**src/rtl/icache_fetch_arbiter_if.sv**
```systemverilog
// icache_fetch_arbiter_if: request/grant/cache handshake bundle between the fetch arbiter and its environment
interface icache_fetch_arbiter_if #(
  parameter int NUM_REQ = 32
);
  logic [NUM_REQ-1:0] req;
  logic               cache_ack;
  logic [4:0]         selectLine;
  logic               enable;
  logic               cache_req;
  logic [NUM_REQ-1:0] grant;
  logic [NUM_REQ-1:0] done;
  logic               timeout_err;
  logic               ack_err;
  modport master (
    input  req, cache_ack,
    output selectLine, enable, cache_req, grant, done, timeout_err, ack_err
  );
  modport slave (
    output req, cache_ack,
    input  selectLine, enable, cache_req, grant, done, timeout_err, ack_err
  );
endinterface

```
**src/rtl/icache_fetch_arbiter.sv**
```systemverilog
// icache_fetch_arbiter: round-robin sequencer sharing the ICache fetch-address port among 32 requesters
module icache_fetch_arbiter #(
  parameter int NUM_REQ = 32,
  parameter int TIMEOUT = 1023
) (
  input logic clk,
  input logic rst_n,
  icache_fetch_arbiter_if.master bus
);
  typedef enum logic [1:0] {IDLE, ADDR, RELEASE} state_t;
  state_t             r_state, w_next;
  logic [4:0]         r_ptr, r_sel, w_win, w_sel_next;
  logic [9:0]         r_cnt;
  logic [NUM_REQ-1:0] r_grant, r_done;
  logic               r_en, r_tmo, r_ack_err;
  logic               w_any, w_in_addr, w_ack, w_abort;
  always_comb begin
    w_win = r_ptr;
    // scanning from the farthest offset down leaves the nearest requester at or after ptr
    for (int i = NUM_REQ - 1; i >= 0; i--)
      if (bus.req[r_ptr + 5'(i)]) w_win = r_ptr + 5'(i);
    w_any      = |bus.req;
    w_in_addr  = r_state == ADDR;
    w_ack      = w_in_addr && bus.cache_ack;
    w_abort    = w_in_addr && !bus.cache_ack && r_cnt == 10'(TIMEOUT - 1);
    w_next     = r_state == IDLE ? (w_any ? ADDR : IDLE) :
                 r_state == ADDR ? (w_ack || w_abort ? RELEASE : ADDR) : IDLE;
    w_sel_next = r_state == IDLE && w_any ? w_win : r_sel;
  end
  always_ff @(posedge clk or negedge rst_n) begin
    if (!rst_n) begin
      r_state   <= IDLE;
      r_ptr     <= '0;
      r_sel     <= '0;
      r_cnt     <= '0;
      r_en      <= 1'b0;
      r_grant   <= '0;
      r_done    <= '0;
      r_tmo     <= 1'b0;
      r_ack_err <= 1'b0;
    end else begin
      r_state   <= w_next;
      r_sel     <= w_sel_next;
      r_cnt     <= w_in_addr && w_next == ADDR ? r_cnt + 10'd1 : 10'd0;
      r_ptr     <= r_state == RELEASE ? r_sel + 5'd1 : r_ptr;
      r_en      <= w_next == ADDR;
      r_grant   <= w_next == ADDR ? NUM_REQ'(1) << w_sel_next : '0;
      r_done    <= w_ack ? NUM_REQ'(1) << r_sel : '0;
      r_tmo     <= w_abort;
      r_ack_err <= r_ack_err | (bus.cache_ack && !w_in_addr);
    end
  end
  assign bus.selectLine  = r_sel;
  assign bus.enable      = r_en;
  assign bus.cache_req   = r_en;
  assign bus.grant       = r_grant;
  assign bus.done        = r_done;
  assign bus.timeout_err = r_tmo;
  assign bus.ack_err     = r_ack_err;
endmodule

```
**src/flat_wrapper.sv**
```systemverilog
// flat-port wrapper written by rule: the top's interface ports become plain ports
module icache_fetch_arbiter_flat 
#(
  parameter int NUM_REQ = 32,
  parameter int TIMEOUT = 1023
)
  (clk, rst_n, bus_req, bus_cache_ack, bus_selectLine, bus_enable, bus_cache_req, bus_grant, bus_done, bus_timeout_err, bus_ack_err);
  icache_fetch_arbiter_if #(.NUM_REQ(NUM_REQ)) bus_i ();
  input logic clk;
  input logic rst_n;
  input wire logic [$bits(bus_i.req)-1:0] bus_req;
  input wire logic [$bits(bus_i.cache_ack)-1:0] bus_cache_ack;
  output wire logic [$bits(bus_i.selectLine)-1:0] bus_selectLine;
  output wire logic [$bits(bus_i.enable)-1:0] bus_enable;
  output wire logic [$bits(bus_i.cache_req)-1:0] bus_cache_req;
  output wire logic [$bits(bus_i.grant)-1:0] bus_grant;
  output wire logic [$bits(bus_i.done)-1:0] bus_done;
  output wire logic [$bits(bus_i.timeout_err)-1:0] bus_timeout_err;
  output wire logic [$bits(bus_i.ack_err)-1:0] bus_ack_err;
  assign bus_i.req = bus_req;
  assign bus_i.cache_ack = bus_cache_ack;
  assign bus_selectLine = bus_i.selectLine;
  assign bus_enable = bus_i.enable;
  assign bus_cache_req = bus_i.cache_req;
  assign bus_grant = bus_i.grant;
  assign bus_done = bus_i.done;
  assign bus_timeout_err = bus_i.timeout_err;
  assign bus_ack_err = bus_i.ack_err;
  icache_fetch_arbiter #(.NUM_REQ(NUM_REQ), .TIMEOUT(TIMEOUT)) u_core (.clk(clk), .rst_n(rst_n), .bus(bus_i));
endmodule
```
**config.mk**
```make
export PLATFORM = sky130hd
export DESIGN_NAME = icache_fetch_arbiter_flat
export DESIGN_NICKNAME = d
export VERILOG_FILES = /design/src/rtl/icache_fetch_arbiter_if.sv /design/src/rtl/icache_fetch_arbiter.sv /design/src/flat_wrapper.sv
export SDC_FILE = /design/constraint.sdc
export NUM_CORES = 1
export LEC_CHECK = 0
export ABC_CLOCK_PERIOD_IN_PS = 10090
export BUFFER_PORTS_ARGS = -buffer_cell sky130_fd_sc_hd__buf_2
export CORE_MARGIN = 8
export CORE_UTILIZATION = 55
export CTS_CLUSTER_SIZE = 12
export DETAILED_ROUTE_END_ITERATION = 8
export GPL_TIMING_DRIVEN = 0
export PLACE_DENSITY = 0.74
export SKIP_LAST_GASP = 1
export SYNTH_ARGS = -nofsm -noshare
export SYNTH_HDL_FRONTEND = slang
export SYNTH_SLANG_ARGS = --single-unit
```
**constraint.sdc**
```tcl
create_clock -name clk -period 10.09 [get_ports clk]
set_input_delay 2.018 -clock clk [delete_from_list [all_inputs] [get_ports clk]]
set_output_delay 2.018 -clock clk [all_outputs]
set_load 0.03 [all_outputs]
```
==> results.yml <==
grt:
  grt_pass1_vias: 9574
  grt_antenna_before_repair: 1
  grt_max_degree: 47
  grt_pass1_wl_um: 58200
  grt-ovfl-total: 0
  grt.total_usage_pct: 33.7
logic_synthesis:
  synth-simple-area-share_pct: 18.5
  netlist_area_mm2: 0.0100
  syn_nets: 1127
  synth_edf_count: 0
  ys_warn_count: 0
  ys_seq_area_share_pct: 22.2
  synth_area_per_cell_um2: 9.37
  synth_xor_area_share_pct: 3.47
  ys_ff_latch: 89
  synth_compound_area_share_pct: 16.3
  synth_top_family_by_area: "multiplexers"
  synth-async-reset-ratio_pct: 100
  ys_types: 86
  synthMuxAreaShare_pct: 32.1
  synthAdderAreaFrac_pct: 2.62
  synthCells: 1071
  synth_ff_type: "dfrtp_1"
sta:
  fin_crit_ns: 8.17
  skew_ns: 0.00678
  max_freq_ghz: 0.122
  rsz0062_at_grt: "no"
  setup_slack_ns: 1.92
  period_share_pct: 80.9
  finalSetupViolCount: 0
  tightest_slew_ns: 1.31
  finalHoldViolCount: 0
  slew_viol_final: 0
  relSlewSlack_pct: 10.4
  fin_tns_setup_ns: 0
placed_design:
  placed_area_mm2: 0.0109
  place_ws_ns: 2.11
  hpwl_um: 31000
  place_congestion: 1.06
  io_buffer_count: 107
layout:
  drive_gt1_share_pct: 25.4
  multiInputGateArea_mm2: 0.00733
  fillerInstances: 1552
  fin_util_pct: 62.0
  n_antenna_cell: 0
  synthToLayoutAreaGrowth_pct: 11.1
  finalNetCount: 1247
  stdcell_area_mm2: 0.0111
  regArea_mm2: 0.00223
clock_tree:
  cts_tree: "done"
  cts_resized: 0
  clkSlewWorstSetupHoldPaths_ns: 0.06
  cts.sinks: 89
  h-tree-depth: 3
  post_cts_buffers: 0
  cts_hold_repair.buffers: 0
  clk_latency_ns: 0.33
  clockBufferDepth: 2
  cts_root_buffer: "clkbuf_16"
  cts_buffers: 9
die:
  die_y_um: 151
  row_count: 49
  die_area_mm2: 0.0228
  die_w_um: 151
  ios: 108
  start_util_pct: 55.9
  core_mm2: 0.0180
status:
  outcome: "finished, final reports clean"
detailed_routing:
  wl_per_cell_um: 27.2
  drt_pass1_iterations: 5
  wl_um: 38800
  drt_iter0_markers: 1274
  viasPerCell: 7.06
  drc: 0
  vias: 10100
  ant_nets: 0
min_path:
  hold_path.class: "reg -> reg"
  hp-start: "u_core.bus.ack_err"
worst_setup_path:
  r2r_start: "u_core.r_ptr[1]"
  startpoint: "u_core.r_ptr[1]"
  crit_path_end_kind: "flop"
  critPathMaxFanout: 14
  arrival_ns: 8.39
  crit_required_ns: 10.32
  worst_setup_path_start_kind: "flop"
  path_class: "reg -> reg"
job:
  maxCapViolCount: 0
## cell families after synthesis
| family | after synthesis |
|---|---|
| compound gates | 236 |
| xor+xnor | 38 |
| fa+ha+maj | 21 |
| buf+inv | 105 |
| flops | 89 |
| mux | 217 |
| simple gates | 365 |
## per-stage QoR
stage,cells,hold WS (ns)
2_1_floorplan,1071,0.468
3_3_place_gp,1407,0.437
3_5_place_dp,1408,0.442
4_1_cts,1424,0.452
5_1_grt,1425,0.465
6_report,1425,0.451
## critical path, cell delays in order (launching register included)
cell and delay [ns]:
dfrtp_1 0.51, buf_6 0.19, buf_6 0.18, buf_4 0.25, buf_4 0.27, buf_4 0.27
buf_2 0.27, clkinv_1 0.51, ha_1 0.53, buf_2 0.28, buf_1 0.65, mux4_2 0.47
mux2i_1 0.47, o22ai_1 0.19, a311oi_2 0.57, nand3b_1 0.16, or3_1 0.43, a2111oi_0 0.61
and4_1 0.31, o21ai_1 0.07, and2_1 0.14, buf_2 0.17, clkbuf_1 0.23, nor3_1 0.29
## flip-flops by register name, indices dropped and copies added, names as in the netlist
register                flops
u_core.bus.selectLine       5
u_core.bus.done            32
u_core.r_state              2
u_core.bus.ack_err          1
u_core.r_cnt               10
u_core.bus.cache_req        1
u_core.bus.timeout_err      1
u_core.r_ptr                5
u_core.bus.grant           32
## routing by layer
| layer | global-route usage (%) | routed length [um] |
|---|---|---|
| met1 | 42.3 | 14600 |
| met2 | 52.4 | 17300 |
| met3 | 7.08 | 4240 |
| met4 | 20.8 | 2560 |
| met5 | 0 | 11 |
## final timing paths
kind                                         to  slack, ns  cells after the start
setup reg to reg           u_core.bus.grant[20]       1.92                     23
hold / removal               u_core.bus.ack_err       0.45                      1
min in group asynchronous       u_core.r_cnt[3]       1.67                      1
max in group asynchronous  u_core.bus.grant[11]       7.81                      2
setup / recovery           u_core.bus.grant[20]       1.92                     23
hold reg to reg              u_core.bus.ack_err       0.45                      1
## Yosys cell counts, types with 8 or more instances
cell      number  area [um^2]
a22oi_1        8         60.1
mux2i_1       81          811
nor3_1        54          270
clkbuf_1      34          128
nor2b_1       13         81.3
a211oi_1      15          113
o21ai_0       51          255
and2_1        16          100
o22ai_1       14         87.6
buf_2         17         85.1
xor2_1         8         70.1
nand2_1       80          300
xnor2_1       28          245
inv_1         29          109
nand3_1       35          175
dfrtp_1       89         2230
nor4_1        14         87.6
and3_1        24          150
nand2b_1      12         75.1
mux2_2        52          586
ha_1          21          263
o211ai_1      13         97.6
nor2_1        71          267
a21oi_1       34          170
nand4_1        8         50.1
mux4_2        78         1760
## cell usage in the layout (no fill, tap or decap), types with 6 or more instances in the layout
cell type / netlist / routed
a2111oi_0: 6 / 6
a211oi_1: 15 / 15
a21oi_1: 34 / 34
a22o_1: 7 / 7
a22oi_1: 8 / 8
a31oi_1: 6 / 6
and2_1: 16 / 16
and3_1: 24 / 24
buf_2: 17 / 123
buf_4: 5 / 7
buf_6: 6 / 6
clkbuf_1: 34 / 39
clkbuf_16: 0 / 9
dfrtp_1: 89 / 89
ha_1: 21 / 21
inv_1: 29 / 29
inv_2: 6 / 6
mux2_1: 6 / 6
mux2_2: 52 / 52
mux2i_1: 81 / 81
mux4_2: 78 / 78
nand2_1: 80 / 80
nand2b_1: 12 / 12
nand3_1: 35 / 35
nand4_1: 8 / 8
nor2_1: 71 / 71
nor2b_1: 13 / 13
nor3_1: 54 / 54
nor4_1: 14 / 14
o211ai_1: 13 / 13
o21ai_0: 51 / 51
o21ai_1: 6 / 6
o221ai_1: 6 / 6
o22ai_1: 14 / 14
or3_1: 7 / 7
xnor2_1: 28 / 28
xor2_1: 8 / 8
## layout make-up
| type | instances | share of cell area, % |
|---|---|---|
| clock inverters | 2 | 0.135 |
| inverters | 38 | 1.28 |
| well taps | 229 | 2.57 |
| clock buffers | 14 | 2.19 |
| plain buffers | 67 | 3.02 |
| flip-flops and latches | 89 | 20.0 |
| multi-input cells | 877 | 65.7 |
| repair buffers | 109 | 5.07 |
Power is left out: the tool's default activity adds up to more than one toggle a clock period on the data nets, which glitch-free logic cannot reach.
